==> src/rtl/izigzag_stream_demux_param.sv <==
// Inverse-zigzag stream distributor: deals tokens in bursts round-robin across NCH channels,
// realigning to channel 0 at every BLOCK boundary. Optional end-of-block flag: IZZ_EOB_FLAG_EN.
module izigzag_stream_demux_param #(
    parameter int WIDTH = 16,
    parameter int NCH   = 8,
    parameter int BURST = 2,
    parameter int BLOCK = 64,
    localparam int IDXW = $clog2(BLOCK + 1)
) (
    input  logic             clk,
    input  logic             rst_n,
    input  logic [WIDTH-1:0] i_in_d,
    input  logic             i_in_v,
    output logic             o_in_r,
    output logic [WIDTH-1:0] o_out_d,
    output logic [NCH-1:0]   o_out_v,
    input  logic [NCH-1:0]   i_out_r,
`ifdef IZZ_EOB_FLAG_EN
    output logic             o_eob,
`endif
    output logic [IDXW-1:0]  o_blk_idx
);
    localparam int CHW = (NCH > 1) ? $clog2(NCH) : 1;
    localparam int BCW = (BURST > 1) ? $clog2(BURST) : 1;

    logic [WIDTH-1:0] r_data;
    logic [CHW-1:0]   r_dest;
    logic             r_full;
    logic [CHW-1:0]   r_ch;
    logic [BCW-1:0]   r_burst;
    logic [IDXW-1:0]  r_index;

    logic w_dest_rdy;
    logic w_pop;
    logic w_acc;
    logic w_last;

    // Only the destination channel's ready can drain the holding register.
    always_comb begin
        w_dest_rdy = 1'b0;
        o_out_v    = '0;
        for (int k = 0; k < NCH; k++) begin
            if (r_dest == CHW'(k)) begin
                w_dest_rdy = i_out_r[k];
                o_out_v[k] = r_full;
            end
        end
    end

    assign w_pop     = r_full && w_dest_rdy;
    assign o_in_r    = !r_full || w_pop;
    assign w_acc     = i_in_v && o_in_r;
    assign w_last    = (r_index == IDXW'(BLOCK - 1));
    assign o_out_d   = r_data;
    assign o_blk_idx = r_index;

    always_ff @(posedge clk or negedge rst_n) begin
        if (!rst_n) begin
            r_data <= '0;
            r_dest <= '0;
            r_full <= 1'b0;
        end else if (w_acc) begin
            r_data <= i_in_d;
            r_dest <= r_ch;
            r_full <= 1'b1;
        end else if (w_pop) begin
            r_full <= 1'b0;
        end
    end

    // Block boundary takes priority over burst/channel wrap so every block starts on channel 0.
    always_ff @(posedge clk or negedge rst_n) begin
        if (!rst_n) begin
            r_index <= '0;
            r_ch    <= '0;
            r_burst <= '0;
        end else if (w_acc) begin
            if (w_last) begin
                r_index <= '0;
                r_ch    <= '0;
                r_burst <= '0;
            end else begin
                r_index <= r_index + 1'b1;
                if (r_burst == BCW'(BURST - 1)) begin
                    r_burst <= '0;
                    r_ch    <= (r_ch == CHW'(NCH - 1)) ? '0 : r_ch + 1'b1;
                end else begin
                    r_burst <= r_burst + 1'b1;
                end
            end
        end
    end

`ifdef IZZ_EOB_FLAG_EN
    logic r_eob;

    always_ff @(posedge clk or negedge rst_n) begin
        if (!rst_n) begin
            r_eob <= 1'b0;
        end else if (w_acc) begin
            r_eob <= w_last;
        end else if (w_pop) begin
            r_eob <= 1'b0;
        end
    end

    assign o_eob = r_eob;
`endif

endmodule

==> config.mk <==
export PLATFORM = sky130hd
export DESIGN_NAME = izigzag_stream_demux_param
export DESIGN_NICKNAME = d
export VERILOG_FILES = /design/src/rtl/izigzag_stream_demux_param.sv
export SDC_FILE = /design/constraint.sdc
export NUM_CORES = 1
export LEC_CHECK = 0
export BUFFER_PORTS_ARGS = -buffer_cell sky130_fd_sc_hd__buf_2
export CAP_MARGIN = 20
export CORE_UTILIZATION = 40
export CTS_CLUSTER_DIAMETER = 80
export DETAILED_ROUTE_END_ITERATION = 16
export PLACE_DENSITY = 0.69
export SYNTH_ARGS = -nofsm -noshare
export SYNTH_HDL_FRONTEND = slang
export SYNTH_SLANG_ARGS = --single-unit
export TNS_END_PERCENT = 10
==> constraint.sdc <==
create_clock -name clk -period 3.6 [get_ports clk]
set_clock_uncertainty 0.15 [all_clocks]
set_input_delay 0.36 -clock clk [delete_from_list [all_inputs] [get_ports clk]]
set_output_delay 0.36 -clock clk [all_outputs]
set_load 0.01 [all_outputs]
==> results of run 1 <==
==> what timing repair did <==
action	in CTS	in global routing
endpoints found under the hold margin	31	0
endpoints found under the setup margin	0	0
hold buffers	1	0
==> layer usage <==
layer / share of wire (%) / vias up
li1: - / 542
met1: 44 / 523
met5: 0 / -
met4: 1.8 / 0
met3: 9.1 / 6
met2: 45 / 50
==> worst reg2reg max path: stages (launching register included) <==
cell	delay, ps
dfrtp_1	520
mux2i_1	270
o221ai_2	160
a41oi_4	220
buf_4	440
mux2_2	410
==> power by group through the flow <==
stage          clock network [mW]  logic [mW]  registers [mW]
4_1_cts                     0.277       0.887           0.674
6_report                    0.268       0.875           0.675
2_1_floorplan                   0       0.640           0.695
3_5_place_dp                    0       0.884           0.675
5_1_grt                     0.300       0.961           0.703
3_3_place_gp                    0       0.861           0.665
==> registers in the layout, indices dropped and copies added, names as in the netlist <==
signal     count
r_dest         3
o_out_d       16
r_ch           3
o_blk_idx      7
r_full         1
r_burst        1
==> Yosys cell counts, drive strengths merged <==
cell	instances
nor3	4
a21o	1
o41ai	2
and3	1
mux2i	3
mux2	21
o211ai	1
o21ai	6
a41oi	1
nor2	11
nand4	1
o31ai	2
nand2b	5
or2	1
nand2	6
buf	5
nand3	2
xor2	2
o221ai	1
inv	4
a21boi	1
nand3b	1
o31a	1
nor2b	1
a31oi	1
dfrtp	31
ha	3
==> area by class of cell <==
| class | count | area (um2) |
|---|---|---|
| Clock buffer | 6 | 82.6 |
| Clock inverter | 1 | 5.00 |
| Fill cell | 344 | 1740 |
| Inverter | 4 | 15.0 |
| Multi-Input combinational cell | 79 | 703 |
| Sequential cell | 31 | 776 |
| Tap cell | 48 | 60.1 |
| Timing Repair Buffer | 60 | 308 |
==> kinds of logic (layout without fill, tap and decap cells) <==
group / count (synthesis) / count (layout) / synth area share [%]
and+or+nand+nor: 33 / 33 / 10.5
DFF: 31 / 31 / 50.0
muxes: 24 / 24 / 21.3
AOI/OAI and AO/OA: 17 / 17 / 10.0
buffers and inverters: 9 / 71 / 4.60
adders and majority gates: 3 / 3 / 2.42
xor gates and xnor gates: 2 / 2 / 1.13
==> worst paths after layout <==
| path | cells after the start | endpoint | slack (ps) | start |
|---|---|---|---|---|
| worst max-delay path | 5 | o_out_d[9] | 1310 | r_dest[2] |
| worst min-delay path | 2 | o_out_d[11] | 160 | i_in_d[11] |
| worst max register to register | 5 | o_out_d[9] | 1310 | r_dest[2] |
| worst min register to register | 1 | o_out_d[3] | 360 | o_out_d[3] |
| max in group asynchronous | 2 | r_ch[1] | 2390 | rst_n |
| min in group asynchronous | 2 | o_out_d[12] | 490 | rst_n |
==> flow_summary.ini, run 1 <==
[sta]
final.period_utilization_pct = 63.5
hold_ws_ps = 159
timing.fmax_mhz = 437
hold_viol = 0
grt_setup_unrepaired = false
slew_headroom_pct = 56.6
period_minus_slack_ps = 2290
tns_ps = 0
setup_viol = 0
worst_pin_slew_ps = 652
maxSlewViolCount = 0
fin_ws_ps = 1310

[drt]
drt-total-wl_mm = 2.87
avgRoutedWirePerCell_um = 12.6
drt_iter0_drc = 34
first_pass_iters = 2
detail_route.vias_per_cell = 4.90
ant_nets = 0
drc = 0
num_vias = 1121

[layout]
finalNonFillerCells = 229
area_delta_synth_final_pct = 25.7
diodes = 0
layout.nets = 211
layout-drive-gt1-share_pct = 51.4
mostFrequentLayoutCells = 58 x buf_2, 31 x dfrtp_1, 17 x mux2_4
final_common_cell = buf_2
final_area_mm2 = 0.00195
fin_util_pct = 52.8

[power_and_ir_drop]
switching_power_mw = 0.676
power_density_mw_per_mm2 = 932
p_leak_nw = 0.988
p_seq_share_pct = 37.1
clockPowerShare_pct = 14.7
pwr-share-comb_pct = 48.2
total_power_mw = 1.82
internal_power_mw = 1.14
switching_share_pct = 37.2
peakVddDrop_v = 0.000391

[setup_path]
cp.required_ps = 3610
endpoint_kind = flip-flop
path_buf_inv = 1
critPathArrivalTime_ps = 2300
cp_top_family = multiplexers
crit_slowest_cell = dfrtp_1
slowest_delay_ps = 520
critPathKind = reg2reg
path_cells = mux2i_1, o221ai_2, a41oi_4, buf_4, mux2_2
worstPathMaxFanout = 35
start_kind = flip-flop

[floorplanning]
core_mm2 = 0.00369
pin_count = 59
fp.dieW_um = 64.3
rows = 22
initial_core_util_pct = 42.0
fp.dieH_um = 64.3
die_area_mm2 = 0.00413

[yosys]
synthTopCellsByArea = dfrtp_1 50%, mux2_4 16%, mux2_2 2.9%, nor2_1 2.7%, ha_1 2.4%
synth_area_mm2 = 0.00155
synthCells = 119
ys_warn_count = 0
yosysTopAreaCell = dfrtp_1
ys_seq_area_share_pct = 50.0
avgSynthCellArea_um2 = 13.0
synth_top_area_share_pct = 50.0
yosysUniqueCellTypes = 33
syn_nets = 149
ys_ff_latch = 31

[cts]
cts_tree = built
cts_root_buffer = clkbuf_8
clkTransAtPathRegs_ps = 60
post_cts_buffers = 0
cts_resized = 0
numCtsBuffers = 5
clock_sinks = 31
cts.path.max_buffers = 2
htree_levels = 2
worst_skew_pair.late_latency_ps = 280

[global_route]
antenna_found_initial = 0
grt_use_total_pct = 16.4
grt_pass1_wl_mm = 5.11
grt-ovfl-total = 0
grt_use_met2_pct = 26.6
grt_use_met3_pct = 7.32
grt_max_degree = 36
grt_pass1_vias = 1160
top_usage_layer = met2
grt_use_met1_pct = 18.4

[placement]
dpl.cell_count = 221
post-dp-hpwl_mm = 2.07
dp_slack_ps = 1320
placed_area_mm2 = 0.00185
gp_congestion = 0.835
port_buffers = 58

[worst_hold_path]
hp-class = in2reg

[job]
max_cap_viol_count = 0

[outcome]
outcome = completed
(Power assumes the default switching activity.)
==> run 2: changes to the inputs <==
==> constraint.sdc (replaced) <==
create_clock -name clk -period 2.4 [get_ports clk]
set_clock_uncertainty 0.15 [all_clocks]
set_input_delay 0.24 -clock clk [delete_from_list [all_inputs] [get_ports clk]]
set_output_delay 0.24 -clock clk [all_outputs]
set_load 0.01 [all_outputs]
==> run 2 against run 1 <==
Wire length is 2.3% higher. Combinational power up 52%. Sequential power up 50%. Clock-buffer cell count grew 1. Via count is 2.1% higher. Sequential cell count unchanged. Register-to-register slack lost 1000 ps. Critical endpoint is now o_in_r. Sequential share of layout area fell by 0.73 points. Hold slack got worse by 130 ps. Critical path depth unchanged. Final cell count grew 0.87%. Power rose by 54%.
==> flow_summary.ini, run 2 (synthesis gave the netlist of run 1 again) <==
[floorplanning]
fp.dieH_um = 64.3
rows = 22
die_area_mm2 = 0.00413
fp.dieW_um = 64.3
pin_count = 59
core_mm2 = 0.00369
initial_core_util_pct = 42.0

[sta]
timing.fmax_mhz = 471
hold_viol = 0
maxSlewViolCount = 0
period_minus_slack_ps = 2120
worst_pin_slew_ps = 656
final.period_utilization_pct = 88.4
grt_setup_unrepaired = false
setup_viol = 0
slew_headroom_pct = 56.3
tns_ps = 0

[cts]
cts.path.max_buffers = 2
clkTransAtPathRegs_ps = 60
numCtsBuffers = 5
worst_skew_pair.late_latency_ps = 290
clock_sinks = 31
cts_tree = built
cts_resized = 0
htree_levels = 2
cts_hold_buf = 1
post_cts_buffers = 0
cts_root_buffer = clkbuf_8

[layout]
diodes = 0
fin_util_pct = 53.8
final_common_cell = buf_2
mostFrequentLayoutCells = 58 x buf_2, 31 x dfrtp_1, 17 x mux2_4
layout-drive-gt1-share_pct = 51.9
area_delta_synth_final_pct = 28.1
largest_reg_flops = 16
finalNonFillerCells = 231
layout.nets = 212
final_area_mm2 = 0.00199
nFillCells = 334

[job]
max_cap_viol_count = 0

[setup_path]
reg2reg_setup_slack_ps = 300
critPathArrivalTime_ps = 1730
worstPathMaxFanout = 10
cp.required_ps = 2010
path_buf_inv = 2
cp_top_family = flip-flops
endpoint_kind = output pin
critPathKind = reg2out
start_kind = flip-flop
crit_slowest_cell = dfrtp_1
slowest_delay_ps = 540
path_cells = mux2i_1, o221ai_2, a31oi_1, inv_1, buf_2

[global_route]
grt-ovfl-total = 0
antenna_found_initial = 0
grt_max_degree = 36
grt_pass1_wl_mm = 5.03
grt_pass1_vias = 1151
grt_use_total_pct = 16.6

[power_and_ir_drop]
peakVddDrop_v = 0.000707
total_power_mw = 2.80
switching_share_pct = 36.6
power_density_mw_per_mm2 = 1410
clockPowerShare_pct = 16.0
internal_power_mw = 1.77
pwr-share-comb_pct = 47.7
p_seq_share_pct = 36.2
p_leak_nw = 1.00
switching_power_mw = 1.02

[outcome]
outcome = completed

[placement]
port_buffers = 58
gp_congestion = 0.808
dpl.cell_count = 222
placed_area_mm2 = 0.00187
post-dp-hpwl_mm = 2.11

[drt]
drt_iter0_drc = 27
drt-total-wl_mm = 2.94
avgRoutedWirePerCell_um = 12.7
drc = 0
first_pass_iters = 4
num_vias = 1145
ant_nets = 0
detail_route.vias_per_cell = 4.96

[worst_hold_path]
hp-class = in2reg
-- run 2: changes by cell type in the layout (fill, tap and decap cells not counted), sizes merged --
cell and change:
buf +1, clkinv -1, clkinvlp +1, clkbuf +1
-- run 2: area by class of cell --
cell class                 count  area (um2)  share of cell area, %
sequential                    31         776                   39.1
inverter                       4        15.0                  0.756
multi-input combinational     79         703                   35.4
timing repair buffer          61         328                   16.5
clock buffer                   7        96.3                   4.85
clock inverter                 1        7.51                  0.378
tap                           48        60.1                   3.02
-- run 2: worst paths after layout --
check,start,endpoint,depth (start not counted)
worst max-delay path,r_dest[2],o_in_r,5
worst min-delay path,i_in_d[3],o_out_d[3],2
worst max register to register,r_dest[2],o_out_d[15],5
worst min register to register,o_out_d[11],o_out_d[11],1
max in group asynchronous,rst_n,r_full,2
min in group asynchronous,rst_n,o_out_d[6],2
-- run 2: stage by stage --
stage,setup WS (ps),hold WS (ps)
final,278,29.3
after global routing,71.9,17.6
after CTS,255,20.1
after detailed placement,293,168
after global placement,392,151
after floorplan,478,-206
-- run 2: metal layers --
| layer | track usage, % | vias up | share of wire (%) | routed length (um) |
|---|---|---|---|---|
| met5 | 0 | - | 0 | 0 |
| met4 | 9.17 | 0 | 2.1 | 63 |
| met3 | 6.61 | 6 | 8.7 | 255 |
| met2 | 27.2 | 49 | 47 | 1380 |
| met1 | 18.2 | 547 | 42 | 1240 |
| li1 | - | 543 | - | - |
-- run 2: power groups by stage --
stage,Sequential [mW],Combinational (mW),Clock (mW)
finish,1.01,1.33,0.449
global route,1.05,1.47,0.488
CTS,1.01,1.35,0.464
detailed placement,1.01,1.35,0
global placement,0.997,1.32,0
floorplan,1.04,0.960,0
